===== config.mk =====
export PLATFORM = sky130hd
export DESIGN_NAME = raw_hazard_scoreboard_flat
export DESIGN_NICKNAME = d
export VERILOG_FILES = /design/src/rtl/raw_hazard_scoreboard_if.sv /design/src/rtl/raw_hazard_scoreboard.sv /design/src/flat_wrapper.sv
export SDC_FILE = /design/constraint.sdc
export NUM_CORES = 1
export LEC_CHECK = 0
export BUFFER_PORTS_ARGS = -buffer_cell sky130_fd_sc_hd__buf_2
export CORE_ASPECT_RATIO = 1.4
export CORE_UTILIZATION = 60
export DETAILED_ROUTE_END_ITERATION = 12
export PLACE_DENSITY = 0.87
export SETUP_SLACK_MARGIN = 0.05
export SLEW_MARGIN = 20
export SYNTH_ARGS = -nofsm -noshare
export SYNTH_HDL_FRONTEND = slang
export SYNTH_SLANG_ARGS = --single-unit
export TNS_END_PERCENT = 5

===== constraint.sdc =====
create_clock -name i_clk -period 4.9 [get_ports i_clk]
set_input_delay 0.245 -clock i_clk [delete_from_list [all_inputs] [get_ports i_clk]]
set_output_delay 0.245 -clock i_clk [all_outputs]
set_load 0.05 [all_outputs]

===== src/rtl/raw_hazard_scoreboard_if.sv =====
// ============================================================================
// Module : raw_hazard_scoreboard_if
// Brief  : Issue and writeback handshake bundle for the RAW hazard scoreboard.
// Rev    : 1.0 - initial release
// ============================================================================
`default_nettype none

interface raw_hazard_scoreboard_if;
  logic       issue_valid;
  logic [4:0] issue_rs1;
  logic [4:0] issue_rs2;
  logic [4:0] issue_rd;
  logic       issue_rd_we;
  logic       issue_ready;
  logic       rs1_busy;
  logic       rs2_busy;
  logic       wb_valid;
  logic [4:0] wb_rd;

  modport master (
    output issue_valid, issue_rs1, issue_rs2, issue_rd, issue_rd_we,
    output wb_valid, wb_rd,
    input  issue_ready, rs1_busy, rs2_busy
  );

  modport slave (
    input  issue_valid, issue_rs1, issue_rs2, issue_rd, issue_rd_we,
    input  wb_valid, wb_rd,
    output issue_ready, rs1_busy, rs2_busy
  );
endinterface

`default_nettype wire


===== src/rtl/raw_hazard_scoreboard.sv =====
// ============================================================================
// Module : raw_hazard_scoreboard
// Brief  : Tracks in-flight register writes and stalls issue on unresolved RAW,
//          WAW-counter saturation or the global in-flight cap.
//          Optional stall counter enabled by SCOREBOARD_STATS_EN.
// Rev    : 1.0 - initial release
// ============================================================================
`default_nettype none

module raw_hazard_scoreboard #(
  parameter int XLEN         = 32,
  parameter int MAX_INFLIGHT = 8,
  parameter int CNT_W        = 2
) (
  input  wire logic                              i_clk,
  input  wire logic                              i_rst,
  input  wire logic                              i_flush,
  raw_hazard_scoreboard_if.slave                 sb,
  output logic [$clog2(MAX_INFLIGHT+1)-1:0]      o_inflight_cnt,
  output logic                                   o_full,
  output logic [XLEN-1:0]                        o_stall_cycles
);

  localparam int               c_IW       = $clog2(MAX_INFLIGHT + 1);
  localparam logic [CNT_W-1:0] c_PEND_MAX = {CNT_W{1'b1}};
  localparam logic [c_IW-1:0]  c_CAP      = c_IW'(MAX_INFLIGHT);

  logic [31:0][CNT_W-1:0] pend_q, pend_d;
  logic [c_IW-1:0]        inflight_q, inflight_d;

  logic [CNT_W-1:0] w_pend_rs1, w_pend_rs2, w_pend_rd, w_pend_wb;
  logic             w_rs1_raw, w_rs2_raw, w_waw_full, w_cap_full;
  logic             w_ready, w_inc, w_dec, w_rd_tracked;

  // Entry 0 is never written, so x0 always reads as idle.
  assign w_pend_rs1 = pend_q[sb.issue_rs1];
  assign w_pend_rs2 = pend_q[sb.issue_rs2];
  assign w_pend_rd  = pend_q[sb.issue_rd];
  assign w_pend_wb  = pend_q[sb.wb_rd];

  // A retire against an empty counter is a protocol error and is dropped.
  assign w_dec        = sb.wb_valid && (sb.wb_rd != 5'd0) && (w_pend_wb != '0);
  assign w_rd_tracked = sb.issue_rd_we && (sb.issue_rd != 5'd0);

  // The sole pending write retiring this cycle is covered by forwarding.
  assign w_rs1_raw = (w_pend_rs1 > CNT_W'(1)) ||
                     ((w_pend_rs1 == CNT_W'(1)) && !(sb.wb_valid && sb.wb_rd == sb.issue_rs1));
  assign w_rs2_raw = (w_pend_rs2 > CNT_W'(1)) ||
                     ((w_pend_rs2 == CNT_W'(1)) && !(sb.wb_valid && sb.wb_rd == sb.issue_rs2));

  assign w_waw_full = w_rd_tracked && (w_pend_rd == c_PEND_MAX) &&
                      !(w_dec && sb.wb_rd == sb.issue_rd);
  assign w_cap_full = w_rd_tracked && (inflight_q == c_CAP) && !w_dec;

  assign w_ready = !w_rs1_raw && !w_rs2_raw && !w_waw_full && !w_cap_full && !i_flush;
  assign w_inc   = sb.issue_valid && w_ready && w_rd_tracked;

  assign sb.issue_ready = w_ready;
  assign sb.rs1_busy    = sb.issue_valid && w_rs1_raw;
  assign sb.rs2_busy    = sb.issue_valid && w_rs2_raw;

  always_comb begin
    pend_d     = pend_q;
    inflight_d = inflight_q;
    if (i_flush) begin
      pend_d     = '0;
      inflight_d = '0;
    end else begin
      for (int r = 1; r < 32; r++) begin
        if (w_inc && (sb.issue_rd == 5'(r)) && !(w_dec && (sb.wb_rd == 5'(r)))) begin
          pend_d[r] = pend_q[r] + CNT_W'(1);
        end else if (w_dec && (sb.wb_rd == 5'(r)) && !(w_inc && (sb.issue_rd == 5'(r)))) begin
          pend_d[r] = pend_q[r] - CNT_W'(1);
        end
      end
      inflight_d = inflight_q + c_IW'(w_inc) - c_IW'(w_dec);
    end
  end

  always_ff @(posedge i_clk or posedge i_rst) begin
    if (i_rst) begin
      pend_q     <= '0;
      inflight_q <= '0;
    end else begin
      pend_q     <= pend_d;
      inflight_q <= inflight_d;
    end
  end

  assign o_inflight_cnt = inflight_q;
  assign o_full         = (inflight_q == c_CAP);

`ifdef SCOREBOARD_STATS_EN
  logic [XLEN-1:0] stall_q, stall_d;

  // Saturating; flush intentionally leaves the count intact.
  always_comb begin
    stall_d = stall_q;
    if (sb.issue_valid && !w_ready && (stall_q != '1)) begin
      stall_d = stall_q + XLEN'(1);
    end
  end

  always_ff @(posedge i_clk or posedge i_rst) begin
    if (i_rst) begin
      stall_q <= '0;
    end else begin
      stall_q <= stall_d;
    end
  end

  assign o_stall_cycles = stall_q;
`else
  assign o_stall_cycles = '0;
`endif

`ifndef SYNTHESIS
  a_no_underflow : assert property (@(posedge i_clk) disable iff (i_rst)
    (sb.wb_valid && (sb.wb_rd != 5'd0) && !i_flush) |-> (w_pend_wb != '0));
`endif

endmodule

`default_nettype wire


===== src/flat_wrapper.sv =====
// flat-port wrapper written by rule: the top's interface ports become plain ports
module raw_hazard_scoreboard_flat 
#(
  parameter int XLEN         = 32,
  parameter int MAX_INFLIGHT = 8,
  parameter int CNT_W        = 2
)
  (i_clk, i_rst, i_flush, o_inflight_cnt, o_full, o_stall_cycles, sb_issue_valid, sb_issue_rs1, sb_issue_rs2, sb_issue_rd, sb_issue_rd_we, sb_wb_valid, sb_wb_rd, sb_issue_ready, sb_rs1_busy, sb_rs2_busy);
  raw_hazard_scoreboard_if sb_i ();
  input  wire logic i_clk;
  input  wire logic i_rst;
  input  wire logic i_flush;
  output logic [$clog2(MAX_INFLIGHT+1)-1:0] o_inflight_cnt;
  output logic o_full;
  output logic [XLEN-1:0] o_stall_cycles;
  input wire logic [$bits(sb_i.issue_valid)-1:0] sb_issue_valid;
  input wire logic [$bits(sb_i.issue_rs1)-1:0] sb_issue_rs1;
  input wire logic [$bits(sb_i.issue_rs2)-1:0] sb_issue_rs2;
  input wire logic [$bits(sb_i.issue_rd)-1:0] sb_issue_rd;
  input wire logic [$bits(sb_i.issue_rd_we)-1:0] sb_issue_rd_we;
  input wire logic [$bits(sb_i.wb_valid)-1:0] sb_wb_valid;
  input wire logic [$bits(sb_i.wb_rd)-1:0] sb_wb_rd;
  output wire logic [$bits(sb_i.issue_ready)-1:0] sb_issue_ready;
  output wire logic [$bits(sb_i.rs1_busy)-1:0] sb_rs1_busy;
  output wire logic [$bits(sb_i.rs2_busy)-1:0] sb_rs2_busy;
  assign sb_i.issue_valid = sb_issue_valid;
  assign sb_i.issue_rs1 = sb_issue_rs1;
  assign sb_i.issue_rs2 = sb_issue_rs2;
  assign sb_i.issue_rd = sb_issue_rd;
  assign sb_i.issue_rd_we = sb_issue_rd_we;
  assign sb_i.wb_valid = sb_wb_valid;
  assign sb_i.wb_rd = sb_wb_rd;
  assign sb_issue_ready = sb_i.issue_ready;
  assign sb_rs1_busy = sb_i.rs1_busy;
  assign sb_rs2_busy = sb_i.rs2_busy;
  raw_hazard_scoreboard #(.XLEN(XLEN), .MAX_INFLIGHT(MAX_INFLIGHT), .CNT_W(CNT_W)) u_core (.i_clk(i_clk), .i_rst(i_rst), .i_flush(i_flush), .sb(sb_i), .o_inflight_cnt(o_inflight_cnt), .o_full(o_full), .o_stall_cycles(o_stall_cycles));
endmodule

==> impl_results.md <==
* Reg-to-reg startpoint: u_core.pend_q[58]
* Clock skew at 0.00528 ns
* Die Wd at 90.4 µm
* Max cap viols at 0
* Worst-margin pin slew at 1.10 ns
* GPL Wtd Cong at 1.09
* Final hold violations at 0
* Starting density of the core at 62.5%
* R2r worst-path depth at 12
* Syn_area_per_cell at 8.69 µm²
* GRT Total Usage at 41.7%
* Post-synth EDFFs at 0
* Run status: finished clean
* Hold crit path type: in -> async
* DRT iter0 DRCs at 818
* Vias in the first global route at 6397
* Slew Limit Fails at 0
* # hold bufs at CTS at 0
* Grt met3 use at 8.88%
* Area growth from synthesis to layout at 5.72%
* Gr busiest metal: met2
* Final Critical Period at 3.56 ns
* Area of the multi-input gates at 4490 µm²
* Largest net degree at the start of global routing at 67
* Post-Syn Instances at 756
* CP max-delay cell: mux4_2
* Cts bufs inserted at 9
* Setup Buffers After CTS at 0
* Period utilisation layout at 72.6%
* Sequential Area at 1650 µm²
* Startpoint types: flop
* # resized after CTS at 0
* Filler cells at 880
* Synth unique cells at 67
* Total grt overflow at 0
* Seq cells post-synth at 66
* Sequential area share after synthesis at 25.1%
* Final layout net count at 783
* I/O pin count at 66
* Sink Count at 66
* Initial antenna violation count at 0
* Async SR Flop Fraction at 100%
* Netlist Area Pre-Place at 6570 µm²
* Crit Path Category: reg -> out
* YS warnings at 0
* Core Area at 10500 µm²
* Data arrival time of the critical path at 3.31 ns
* DRT Wirelength at 22.7 mm
* CP delay by family, top: simple AND/OR/NAND/NOR gates
* Met2 Resource Use GR at 68.1%
* Die height at 126 µm
* Post-route ant nets at 0
* CTS tree: built
* Met1 Use GR at 50.0%
* Clock Path Buffers at 2
* IO Port Bufs at 33
* Skew-Pair Late Insertion Delay at 0.34 ns
* DR vias/cell at 7.43
* Final hold slack at 0.178 ns
* Crit-path max FO at 16
* FP Rows at 44
* WP data required at 4.66 ns
* CTS root buf: clkbuf_16
* CP cell instances: mux4_2 -> nor2b_1 -> a211o_1 -> a41oi_1 -> a21oi_1 -> or2_1 -> nor3_2 -> buf_4 -> buf_2
* RR Endpoint: u_core.o_inflight_cnt[2]
* Placed Cells at 878
* R2r setup slk at 1.38 ns
* CP Buf/Inv Count at 2
* DR pass1 iterations at 7
* Vias at 6639
* Fmax at 281 MHz
* Remaining DRCs at 0
* ANT cells at 0
* Post-route setup TNS at 0 ns
* First-pass GRT wire length at 36.2 mm
* Worst-path clk slew at 0.06 ns
* Die ar. at 11400 µm²
* Worst vdd ir at 200 µV
* Power per standard cell area at 238 nW/µm²
* Non-filler cells in the finished layout at 894
* DR WL/cell at 25.4 µm
* RSZ-0062 raised after global routing: false
* CTS H-Tree Depth at 3
* Synth Flop Type: dfrtp_1
* Setup crit end kind: primary output
* Setup violators final at 0
* Max-slew headroom at 26.1%
* Crit-path max cell delay at 0.52 ns
* Leak at 2.66 nW
* Share of layout cells above drive strength 1 at 17.2%
* Post-DP HPWL at 16.5 mm
[cell families (layout without fill, tap and decap cells)]
group | Yosys count | count (layout) | share of synthesized area [%]
compound gates | 162 | 162 | 16.8
xor+xnor | 48 | 48 | 6.40
fa+ha+maj | 6 | 6 | 1.26
buf+inv | 107 | 76 | 8.53
flops | 66 | 66 | 25.1
mux | 53 | 53 | 14.9
other cells | 1 | 32 | 0.0571
simple gates | 313 | 313 | 26.9
[tightest hold or removal path: cells and delay by family]
family | cells | cell delay [ns]
buffers and inverters | 3 | 0.82
[Yosys cell counts (all sizes together) (6+ instances only)]
| cell type | count | share of area [%] |
|---|---|---|
| a211oi | 6 | 0.76 |
| a21oi | 32 | 2.5 |
| a31oi | 25 | 2.4 |
| a32oi | 11 | 1.5 |
| and2 | 7 | 0.67 |
| and3 | 19 | 1.8 |
| and4 | 16 | 2.1 |
| buf | 58 | 5.7 |
| clkbuf | 32 | 1.8 |
| dfrtp | 66 | 25 |
| inv | 17 | 0.97 |
| mux2 | 6 | 1.0 |
| mux2i | 12 | 1.8 |
| mux4 | 35 | 12 |
| nand2 | 31 | 1.8 |
| nand2b | 9 | 0.86 |
| nand3 | 35 | 2.7 |
| nand4 | 12 | 1.1 |
| nor2 | 36 | 2.1 |
| nor2b | 24 | 2.3 |
| nor3 | 65 | 5.0 |
| nor4 | 15 | 1.8 |
| o2111ai | 13 | 1.7 |
| o211ai | 13 | 1.5 |
| o21ai | 31 | 2.4 |
| or2 | 17 | 1.6 |
| or3 | 12 | 1.1 |
| xnor2 | 29 | 3.9 |
| xor2 | 19 | 2.5 |
[report_power, final]
part	leakage, nW	switching (W)	total [W]	internal, W
registers	0.919	0.0000108	0.000566	0.000555
clock network	0.162	0.000251	0.000702	0.000450
logic	1.58	0.000290	0.000388	0.0000979
total	2.66	0.000552	0.00166	0.00110
[sequential cells by signal, summed over array words and instances (netlist names)]
signal / count
u_core.pend_q: 62
u_core.o_inflight_cnt: 4
[per-layer routing]
metal | share of wire, % | routed length, µm
met4 | 8.5 | 1920
met5 | 0 | 0
met3 | 11 | 2410
met1 | 34 | 7780
met2 | 47 | 10600
[through the flow]
step / instance area [µm²] / total power, W / worst slack (ns) / util (%)
2_1_floorplan: 6680 / 0.000889 / 1.52 / -
3_3_place_gp: 6610 / 0.000947 / 1.22 / 62.9
3_5_place_dp: 6610 / 0.000955 / 1.14 / 62.9
4_1_cts: 6940 / 0.00164 / 1.38 / 66.0
5_1_grt: 6940 / 0.00170 / 1.20 / 66.0
6_report: 6940 / 0.00166 / 1.34 / 66.0
[final cells by class]
class / count / area share, %
Inverter: 17 / 0.919
Clock inverter: 3 / 0.631
Timing Repair Buffer: 43 / 3.46
Tap cell: 138 / 2.49
Multi-Input combinational cell: 614 / 64.7
Sequential cell: 66 / 23.8
Clock buffer: 13 / 4.04
[how the worst max path moves through the flow]
| stage | start | endpoint | slack [ns] | depth (start not counted) |
|---|---|---|---|---|
| 3_3_place_gp | sb_issue_rd[0] | u_core.o_inflight_cnt[2] | 1.22 | 14 |
| 5_1_grt | sb_issue_rd[0] | u_core.o_inflight_cnt[2] | 1.20 | 13 |
| 4_1_cts | u_core.pend_q[34] | sb_issue_ready | 1.38 | 9 |
| 6_report | u_core.pend_q[34] | sb_issue_ready | 1.34 | 9 |
| 3_5_place_dp | sb_issue_rd[0] | u_core.o_inflight_cnt[1] | 1.14 | 13 |
| 2_1_floorplan | sb_issue_rs2[1] | u_core.o_inflight_cnt[1] | 1.52 | 12 |
[cell usage in the layout, fill, tap and decap left out, types with 12 or more instances in the layout]
cell type  netlist  routed
dfrtp_1         66      66
nor3_1          64      63
nor2_1          36      36
mux4_2          35      35
nand3_1         35      35
buf_2           15      33
conb_1           1      32
nand2_1         31      31
a21oi_1         31      31
xnor2_1         29      29
o21ai_0         28      28
a31oi_1         25      25
nor2b_1         24      24
xor2_1          19      19
and3_1          19      19
inv_1           17      16
or2_2           16      16
and4_1          16      16
o211ai_1        13      13
o2111ai_1       13      13
nand4_1         12      12
mux2i_1         12      12
nor4_1          12      12
or3_1           12      12
(Power assumes the default switching activity.)
